===== config.mk =====
export PLATFORM = sky130hd
export DESIGN_NAME = hash_io_bridge
export DESIGN_NICKNAME = d
export VERILOG_FILES = /design/src/rtl/hash_io_bridge.sv
export SDC_FILE = /design/constraint.sdc
export NUM_CORES = 2
export LEC_CHECK = 0
export CAP_MARGIN = 40
export CORE_AREA = 2 2 320 322
export DETAILED_ROUTE_END_ITERATION = 12
export DIE_AREA = 0 0 322 324
export DONT_BUFFER_PORTS = 1
export GPL_TIMING_DRIVEN = 0
export PLACE_DENSITY = 0.44
export SYNTH_ARGS = -nofsm -noshare
export SYNTH_HDL_FRONTEND = slang
export SYNTH_SLANG_ARGS = --single-unit

===== constraint.sdc =====
create_clock -name i_clk -period 2.7 [get_ports i_clk]
set_clock_uncertainty 0.1 [all_clocks]
set_input_delay 0.54 -clock i_clk [delete_from_list [all_inputs] [get_ports i_clk]]
set_output_delay 0.54 -clock i_clk [all_outputs]
set_load 0.01 [all_outputs]

===== src/rtl/hash_io_bridge.sv =====
// -----------------------------------------------------------------------------
// hash_io_bridge
//
// Host-side bridge between a narrow DW-bit word bus and a wide hash core.
// It packs MSG_BEATS host words into one MSG_W-bit block. The first word
// received becomes the most significant word. When the block is complete it
// issues a one-cycle start pulse to the core and then waits for the core to
// finish. On request it captures the core's HASH_W-bit digest and streams it
// back out as HASH_BEATS words over a valid/ready handshake.
//
// Compile-time option:
//   OUT_LSW_FIRST_EN  when defined, the digest is read out least significant
//                     word first. When undefined (the default), it is read out
//                     most significant word first. The macro does not change
//                     the order in which message words are assembled.
//
// Parameters:
//   DW      host word width
//   MSG_W   message block width (multiple of DW)
//   HASH_W  digest width (multiple of DW)
//
// Ports:
//   i_clk     clock, all logic on the rising edge
//   i_rst_n   synchronous active-low reset
//   i_load    host word on i_idata is valid this cycle
//   i_idata   host message word, most significant word of the block first
//   i_fetch   host requests a digest readout (level; retried while core busy)
//   i_ordy    host ready to take o_odata
//   o_odata   digest word (zero when o_ovalid is low)
//   o_ovalid  o_odata valid
//   o_ack     one-cycle pulse the cycle after each accepted message word
//   o_msg     assembled block to the core; held stable outside message loading
//   o_start   one-cycle core start pulse
//   i_busy    core busy; asserted by the core the cycle after it samples start
//   i_hash    core digest, valid whenever i_busy is low
//   o_done    one-cycle pulse when the core drops busy after a start
// -----------------------------------------------------------------------------
module hash_io_bridge #(
    parameter int DW     = 16,
    parameter int MSG_W  = 512,
    parameter int HASH_W = 256
) (
    input  logic              i_clk,
    input  logic              i_rst_n,
    input  logic              i_load,
    input  logic [DW-1:0]     i_idata,
    input  logic              i_fetch,
    input  logic              i_ordy,
    output logic [DW-1:0]     o_odata,
    output logic              o_ovalid,
    output logic              o_ack,
    output logic [MSG_W-1:0]  o_msg,
    output logic              o_start,
    input  logic              i_busy,
    input  logic [HASH_W-1:0] i_hash,
    output logic              o_done
);

    localparam int MSG_BEATS  = MSG_W / DW;
    localparam int HASH_BEATS = HASH_W / DW;
    localparam int MAX_BEATS  = (MSG_BEATS > HASH_BEATS) ? MSG_BEATS : HASH_BEATS;
    // A single-beat configuration still needs a 1-bit counter to be legal.
    localparam int CW         = (MAX_BEATS > 1) ? $clog2(MAX_BEATS) : 1;

    localparam logic [CW-1:0] MSG_LAST  = CW'(MSG_BEATS - 1);
    localparam logic [CW-1:0] HASH_LAST = CW'(HASH_BEATS - 1);

    typedef enum logic [2:0] {
        S_IDLE = 3'd0,
        S_LOAD = 3'd1,
        S_ARM  = 3'd2,
        S_RUN  = 3'd3,
        S_OUT  = 3'd4
    } state_t;

    state_t              r_state;
    logic [CW-1:0]       r_count;
    logic [MSG_W-1:0]    r_msg;
    logic [HASH_W-1:0]   r_hash;
    logic                r_ack;
    logic                r_start;
    logic                r_done;

    state_t              w_state_nxt;
    logic [CW-1:0]       w_count_nxt;
    logic [MSG_W-1:0]    w_msg_nxt;
    logic [HASH_W-1:0]   w_hash_nxt;
    logic                w_ack_nxt;
    logic                w_start_nxt;
    logic                w_done_nxt;
    logic [MSG_W-1:0]    w_msg_shift;
    logic [DW-1:0]       w_word;

    // Block with the incoming word shifted in at the bottom. A single-beat
    // block has nothing to shift, so the new word replaces it outright.
    generate
        if (MSG_BEATS == 1) begin : g_shift_one
            assign w_msg_shift = i_idata;
        end else begin : g_shift_many
            assign w_msg_shift = {r_msg[MSG_W-DW-1:0], i_idata};
        end
    endgenerate

    // ---------------------------------------------------------------------
    // Next-state and next-output logic
    // ---------------------------------------------------------------------
    always_comb begin
        w_state_nxt = r_state;
        w_count_nxt = r_count;
        w_msg_nxt   = r_msg;
        w_hash_nxt  = r_hash;
        w_ack_nxt   = 1'b0;
        w_start_nxt = 1'b0;
        w_done_nxt  = 1'b0;

        unique case (r_state)
            S_IDLE: begin
                // A new message word wins over a readout request.
                if (i_load) begin
                    w_msg_nxt = w_msg_shift;
                    w_ack_nxt = 1'b1;
                    if (MSG_BEATS == 1) begin
                        w_count_nxt = '0;
                        w_state_nxt = S_ARM;
                    end else begin
                        w_count_nxt = CW'(1);
                        w_state_nxt = S_LOAD;
                    end
                end else if (i_fetch && !i_busy) begin
                    // The digest is captured once here. Later changes on
                    // i_hash do not disturb a readout that is in progress.
                    w_hash_nxt  = i_hash;
                    w_count_nxt = '0;
                    w_state_nxt = S_OUT;
                end
            end

            S_LOAD: begin
                // When load is low the bridge stalls indefinitely.
                if (i_load) begin
                    w_msg_nxt = w_msg_shift;
                    w_ack_nxt = 1'b1;
                    if (r_count == MSG_LAST) begin
                        w_count_nxt = '0;
                        w_state_nxt = S_ARM;
                    end else begin
                        w_count_nxt = r_count + CW'(1);
                    end
                end
            end

            S_ARM: begin
                if (!i_busy) begin
                    w_start_nxt = 1'b1;
                    w_state_nxt = S_RUN;
                end
            end

            S_RUN: begin
                // The core raises busy only in the cycle after it has seen
                // start, so busy is still low while start is high. That low
                // value must not be taken as completion.
                if (!r_start && !i_busy) begin
                    w_done_nxt  = 1'b1;
                    w_state_nxt = S_IDLE;
                end
            end

            S_OUT: begin
                if (i_ordy) begin
                    if (r_count == HASH_LAST) begin
                        w_count_nxt = '0;
                        w_state_nxt = S_IDLE;
                    end else begin
                        w_count_nxt = r_count + CW'(1);
                    end
                end
            end

            default: begin
                w_state_nxt = S_IDLE;
                w_count_nxt = '0;
            end
        endcase
    end

    // ---------------------------------------------------------------------
    // State and output registers
    // ---------------------------------------------------------------------
    always_ff @(posedge i_clk) begin
        if (!i_rst_n) begin
            r_state <= S_IDLE;
            r_count <= '0;
            r_msg   <= '0;
            r_hash  <= '0;
            r_ack   <= 1'b0;
            r_start <= 1'b0;
            r_done  <= 1'b0;
        end else begin
            r_state <= w_state_nxt;
            r_count <= w_count_nxt;
            r_msg   <= w_msg_nxt;
            r_hash  <= w_hash_nxt;
            r_ack   <= w_ack_nxt;
            r_start <= w_start_nxt;
            r_done  <= w_done_nxt;
        end
    end

    // ---------------------------------------------------------------------
    // Digest word select; the readout order is chosen at compile time
    // ---------------------------------------------------------------------
    always_comb begin
        w_word = '0;
        if (r_state == S_OUT) begin
`ifdef OUT_LSW_FIRST_EN
            w_word = r_hash[int'(r_count)*DW +: DW];
`else
            w_word = r_hash[(HASH_BEATS - 1 - int'(r_count))*DW +: DW];
`endif
        end
    end

    assign o_ovalid = (r_state == S_OUT);
    assign o_odata  = w_word;
    assign o_ack    = r_ack;
    assign o_msg    = r_msg;
    assign o_start  = r_start;
    assign o_done   = r_done;

endmodule

# Yosys cells after proc, flatten, opt, wreduce, memory -nomap -nowiden
# Cells that the tools add are included.
# totals
in_bits	278
latchBits	0
output_inout_bits	532
mem_bits_ro	0
regBits	779
elab_cells	59
n_memories	0
ramBits	0
# op_classes
bitwise_logic	2
mux	20
shifts	1
n_addsub	2
order_cmp	0
reduce_logical	14
mul	0
div	0
eq_ne	13
# op_table
operator	count
$shiftx 256x10->16	1
$mux 5	6
$mux 3	8
$pmux 5 s4	1
$mux 16	1
$pmux 3 s5	1
$ne 2x2->1 const B	5
$reduce_and 2->1	4
$reduce_and 7->1	1
$eq 3x2->1 const B	2
$sub 4x5->6 const A	1
$add 5x1->5 const B	1
$eq 5x4->1 const B	1
$eq 5x5->1 const B	1
$reduce_and 4->1	1
$reduce_or 2->1	2
$eq 3x1->1 const B	1
$eq 3x3->1 const B	1
$logic_not 3->1	1
$mux 1	3
$ne 3x3->1 const B	1
$reduce_and 3->1	1
$logic_and 1x1->1	2
$logic_not 1->1	2
2 further kinds	3

# Longest topological paths before layout
# logic_depth
ltp_word	5
ltp_mapped	9
ltp_nobuf	7

# Least setup slack after synthesis
# Ideal clock, no wire load.
# synth_path
path_type	register -> output
from	register r_count[0]
to	output o_odata[5]
path_buffers	3
required_ns	2.060
path_slack_ns	0.409
arrival_ns	1.651
stages_incl_launch_ff	7
cell_sequence	dfxtp_1 > clkbuf_1 > buf_6 > buf_4 > mux4_2 > mux2i_1 > o22ai_2
# synth_between
elab_chain_cells	3
# synth_lines
element	line	rtl
start, declared	77	logic [CW-1:0] r_count;
start signal, assigned	201	r_count <= w_count_nxt;
$sub 4x5->6	219	w_word = r_hash[(HASH_BEATS - 1 - int'(r_count))*DW +: DW];
$shiftx 256x10->16	219	
$mux 16	215	if (r_state == S_OUT) begin
end, declared	49	output logic [DW-1:0] o_odata,
# Every way passes these cells.

# Worst setup path after layout
# layout_path
from	register r_count[0]
to	output o_odata[8]
# The elaborated chain is that of the path after synthesis.

==> results_dict.tcl <==
set metrics [dict create \
    worst_slack_ns -0.3608 \
    critPathCaptureType "output port" \
    p_int_w 0.02018 \
    ys.flop_type "dfxtp_1" \
    ys_ff_latch 779 \
    yosys.area.top_type "dfxtp_1" \
    clkPwrFrac 0.485 \
    yosys-top-cells-area "dfxtp_1, nand2_1, a21boi_0, a21boi_1, mux4_2" \
    switching_share 0.2439 \
    port_buffers 0 \
    crit_fanout 7 \
    max_freq_mhz 326.7 \
    place_inst 4855 \
    dp_hpwl_um 100600 \
    grt_pass1_wl_um 183800 \
    grt_max_degree 14 \
    power_frac_comb 0.074 \
    grt_util_all_layers 0.2404 \
    routabilityCongestion 0.8649 \
    viasPerCell 4.872 \
    slowest_stage "mux4_2" \
    clock_latency_ns 0.68 \
    synth-edff-count 0 \
    syn_nets 3825 \
    worst_ep_arrival_time_ns 2.42 \
    rsz0062_at_grt "yes" \
    core_area_mm2 0.1010 \
    first_global_vias 25523 \
    layout.nets 4207 \
    hold_viol 0 \
    drive_gt1_frac 0.1018 \
    setup_viol 16 \
    synthArstFlopShare 0 \
    die-area_mm2 0.1043 \
    seq_area_frac_synth 0.5064 \
    fin_crit_ns 3.061 \
    initial_core_util 0.3049 \
    gr-total-overflow 0 \
    crit_required_ns 2.06 \
    post-route-period-util 1.134 \
    num_vias 25872 \
    clk_pin_slew_worst_paths_ns 0.06 \
    htreeDepth 3 \
    p_sw_w 0.006509 \
    worstMarginPinSlew_ns 0.7304 \
    postRouteAntennaNets 0 \
    yosysMostFrequentCell "nand2_1" \
    wire_per_inst_um 24.50 \
    ys_warn_count 0 \
    cp_cell_sequence "buf_12, buf_12, mux4_2, mux2i_4, o22ai_4" \
    final_util 0.3879 \
    p_seq_frac 0.441 \
    yosys.area.top_type_share 0.5064 \
    drt_wl_total_um 130100 \
    violations "negative setup slack" \
    ios 810 \
    synthesis.area_mm2 0.03080 \
    synth.distinct_cells 46 \
    max_stage_delay_ns 0.56 \
    startpoint_type "register" \
    cellPowerDensity_mw_per_mm2 681.3 \
    drv_slew 0 \
    cpLargestDelayFamily "multiplexers" \
    cp_common_cell "buf_12" \
    vdd_drop_max_mv 0.3999 \
    area_growth_pct 27.23 \
    grt_antenna_before_repair 7 \
    outcome "finished with violations" \
    final_cells 5310 \
    synth_common_cells "nand2_1, dfxtp_1, a21boi_0, a21boi_1, clkbuf_1" \
    fp.dieW_um 322 \
    die_h_um 324 \
    cts_root_buf "clkbuf_16" \
    clock_sinks 779 \
    rrSetupSlack_ns 0.41 \
    cap_violations 0 \
    numCtsBuffers 91 \
    path_buf_inv 2 \
    maxSlewHeadroom 0.5131 \
    leakage_nw 12.83 \
    min_path_type "in -> reg" \
    dr.pass1.iters 5 \
    cts_tree "yes" \
    row_count 117 \
    drtIter0Drc 1434 \
    clockBufferDepth 3 \
    avgSynthCellArea_um2 8.687 \
    route.detailed.drc 0 \
    crit_type "reg -> out" \
    synthCells 3545 \
]
[final timing paths]
| kind | start | cells after the start | to |
|---|---|---|---|
| min reg2reg | r_hash[25] | 2 | r_hash[25] |
| min | i_ordy | 4 | r_count[0] |
| max | r_count[0] | 5 | o_odata[8] |
| max reg2reg | r_count[2] | 9 | r_count[0] |
[worst min-delay path, delay by kind of cell]
kind | cells | cell delay, ns
AO/OA/AOI/OAI | 3 | 0.22
AND/OR/NAND/NOR | 1 | 0.06
[sequential cells by signal (all words and copies together), names as in the netlist]
name	flops
o_ack	1
o_msg	512
o_done	1
o_start	1
r_count	5
r_hash	256
r_state	3
[metal layers]
| metal | GRT usage | vias up | wire length, um | part of all wire |
|---|---|---|---|---|
| li1 | - | 12423 | - | - |
| met1 | 0.2756 | 12272 | 50950 | 0.39 |
| met2 | 0.4004 | 918 | 61060 | 0.47 |
| met3 | 0.09321 | 255 | 12490 | 0.096 |
| met4 | 0.09875 | 4 | 5586 | 0.043 |
| met5 | 0 | - | 27 | 0.00021 |
[area by class of cell]
class | instances | area [um^2]
fillers | 10262 | 61830
flip-flops and latches | 779 | 15600
multi-input cells | 2482 | 14370
repair buffers | 291 | 2957
clock buffers | 133 | 2686
well taps | 1309 | 1638
plain buffers | 280 | 1455
clock inverters | 31 | 459.2
inverters | 2 | 7.507
diodes | 3 | 7.507
[metrics by stage]
stage | total power (W) | instance area [um^2] | hold WS (ns) | TNS (ns) | setup slack (ns)
global route | 0.02766 | 39180 | 0.09395 | -5.976 | -0.4134
floorplan | 0.01297 | 30800 | 0.3319 | 0 | 0.4090
CTS | 0.02697 | 39020 | 0.05183 | -5.441 | -0.3868
global placement | 0.01350 | 32430 | 0.3396 | -97.68 | -0.5960
detailed placement | 0.01351 | 32450 | 0.3419 | -16.67 | -0.3818
finish | 0.02669 | 39180 | 0.09456 | -4.779 | -0.3608
[cells by family after synthesis]
| family | after synthesis | synth area share |
|---|---|---|
| AO/OA/AOI/OAI | 802 | 0.1972 |
| adder cells (fa/ha/maj) | 2 | 0.0008124 |
| flip-flops | 779 | 0.5064 |
| buffers and inverters | 284 | 0.04229 |
| AND/OR/NAND/NOR | 1582 | 0.1961 |
| multiplexers | 96 | 0.05720 |
[what timing repair did]
action / CTS / global route
hold endpoints to repair: 277 / 0
cloned: 1 / 3
setup buffers: 8 / 3
endpoints found under the setup margin: 16 / 16
resized for setup: 121 / 14
pin swaps: 9 / 5
hold buffers: 275 / 0
[power groups by stage]
| stage | combinational (W) | sequential, W | clock (W) |
|---|---|---|---|
| floorplan | 0.00100 | 0.0120 | 0 |
| global placement | 0.00148 | 0.0120 | 0 |
| detailed placement | 0.00148 | 0.0120 | 0 |
| CTS | 0.00194 | 0.0118 | 0.0133 |
| global route | 0.00213 | 0.0118 | 0.0137 |
| finish | 0.00197 | 0.0118 | 0.0130 |
[layout by cell type (no fill, tap or decap), types with 4 or more instances in the layout]
cell type / instances
a21boi_0: 538
a21boi_1: 231
buf_1: 19
buf_12: 6
buf_2: 78
buf_4: 39
buf_6: 6
bufinv_16: 8
clkbuf_1: 155
clkbuf_16: 95
clkbuf_8: 27
clkinv_2: 12
dfxtp_1: 778
dlygate4sd3_1: 275
mux2i_2: 5
mux2i_4: 25
mux4_2: 64
nand2_1: 1544
nand2b_1: 6
nor2_1: 5
nor3b_1: 4
o22ai_2: 4
o22ai_4: 12
Power figures use the tool's default switching activity.
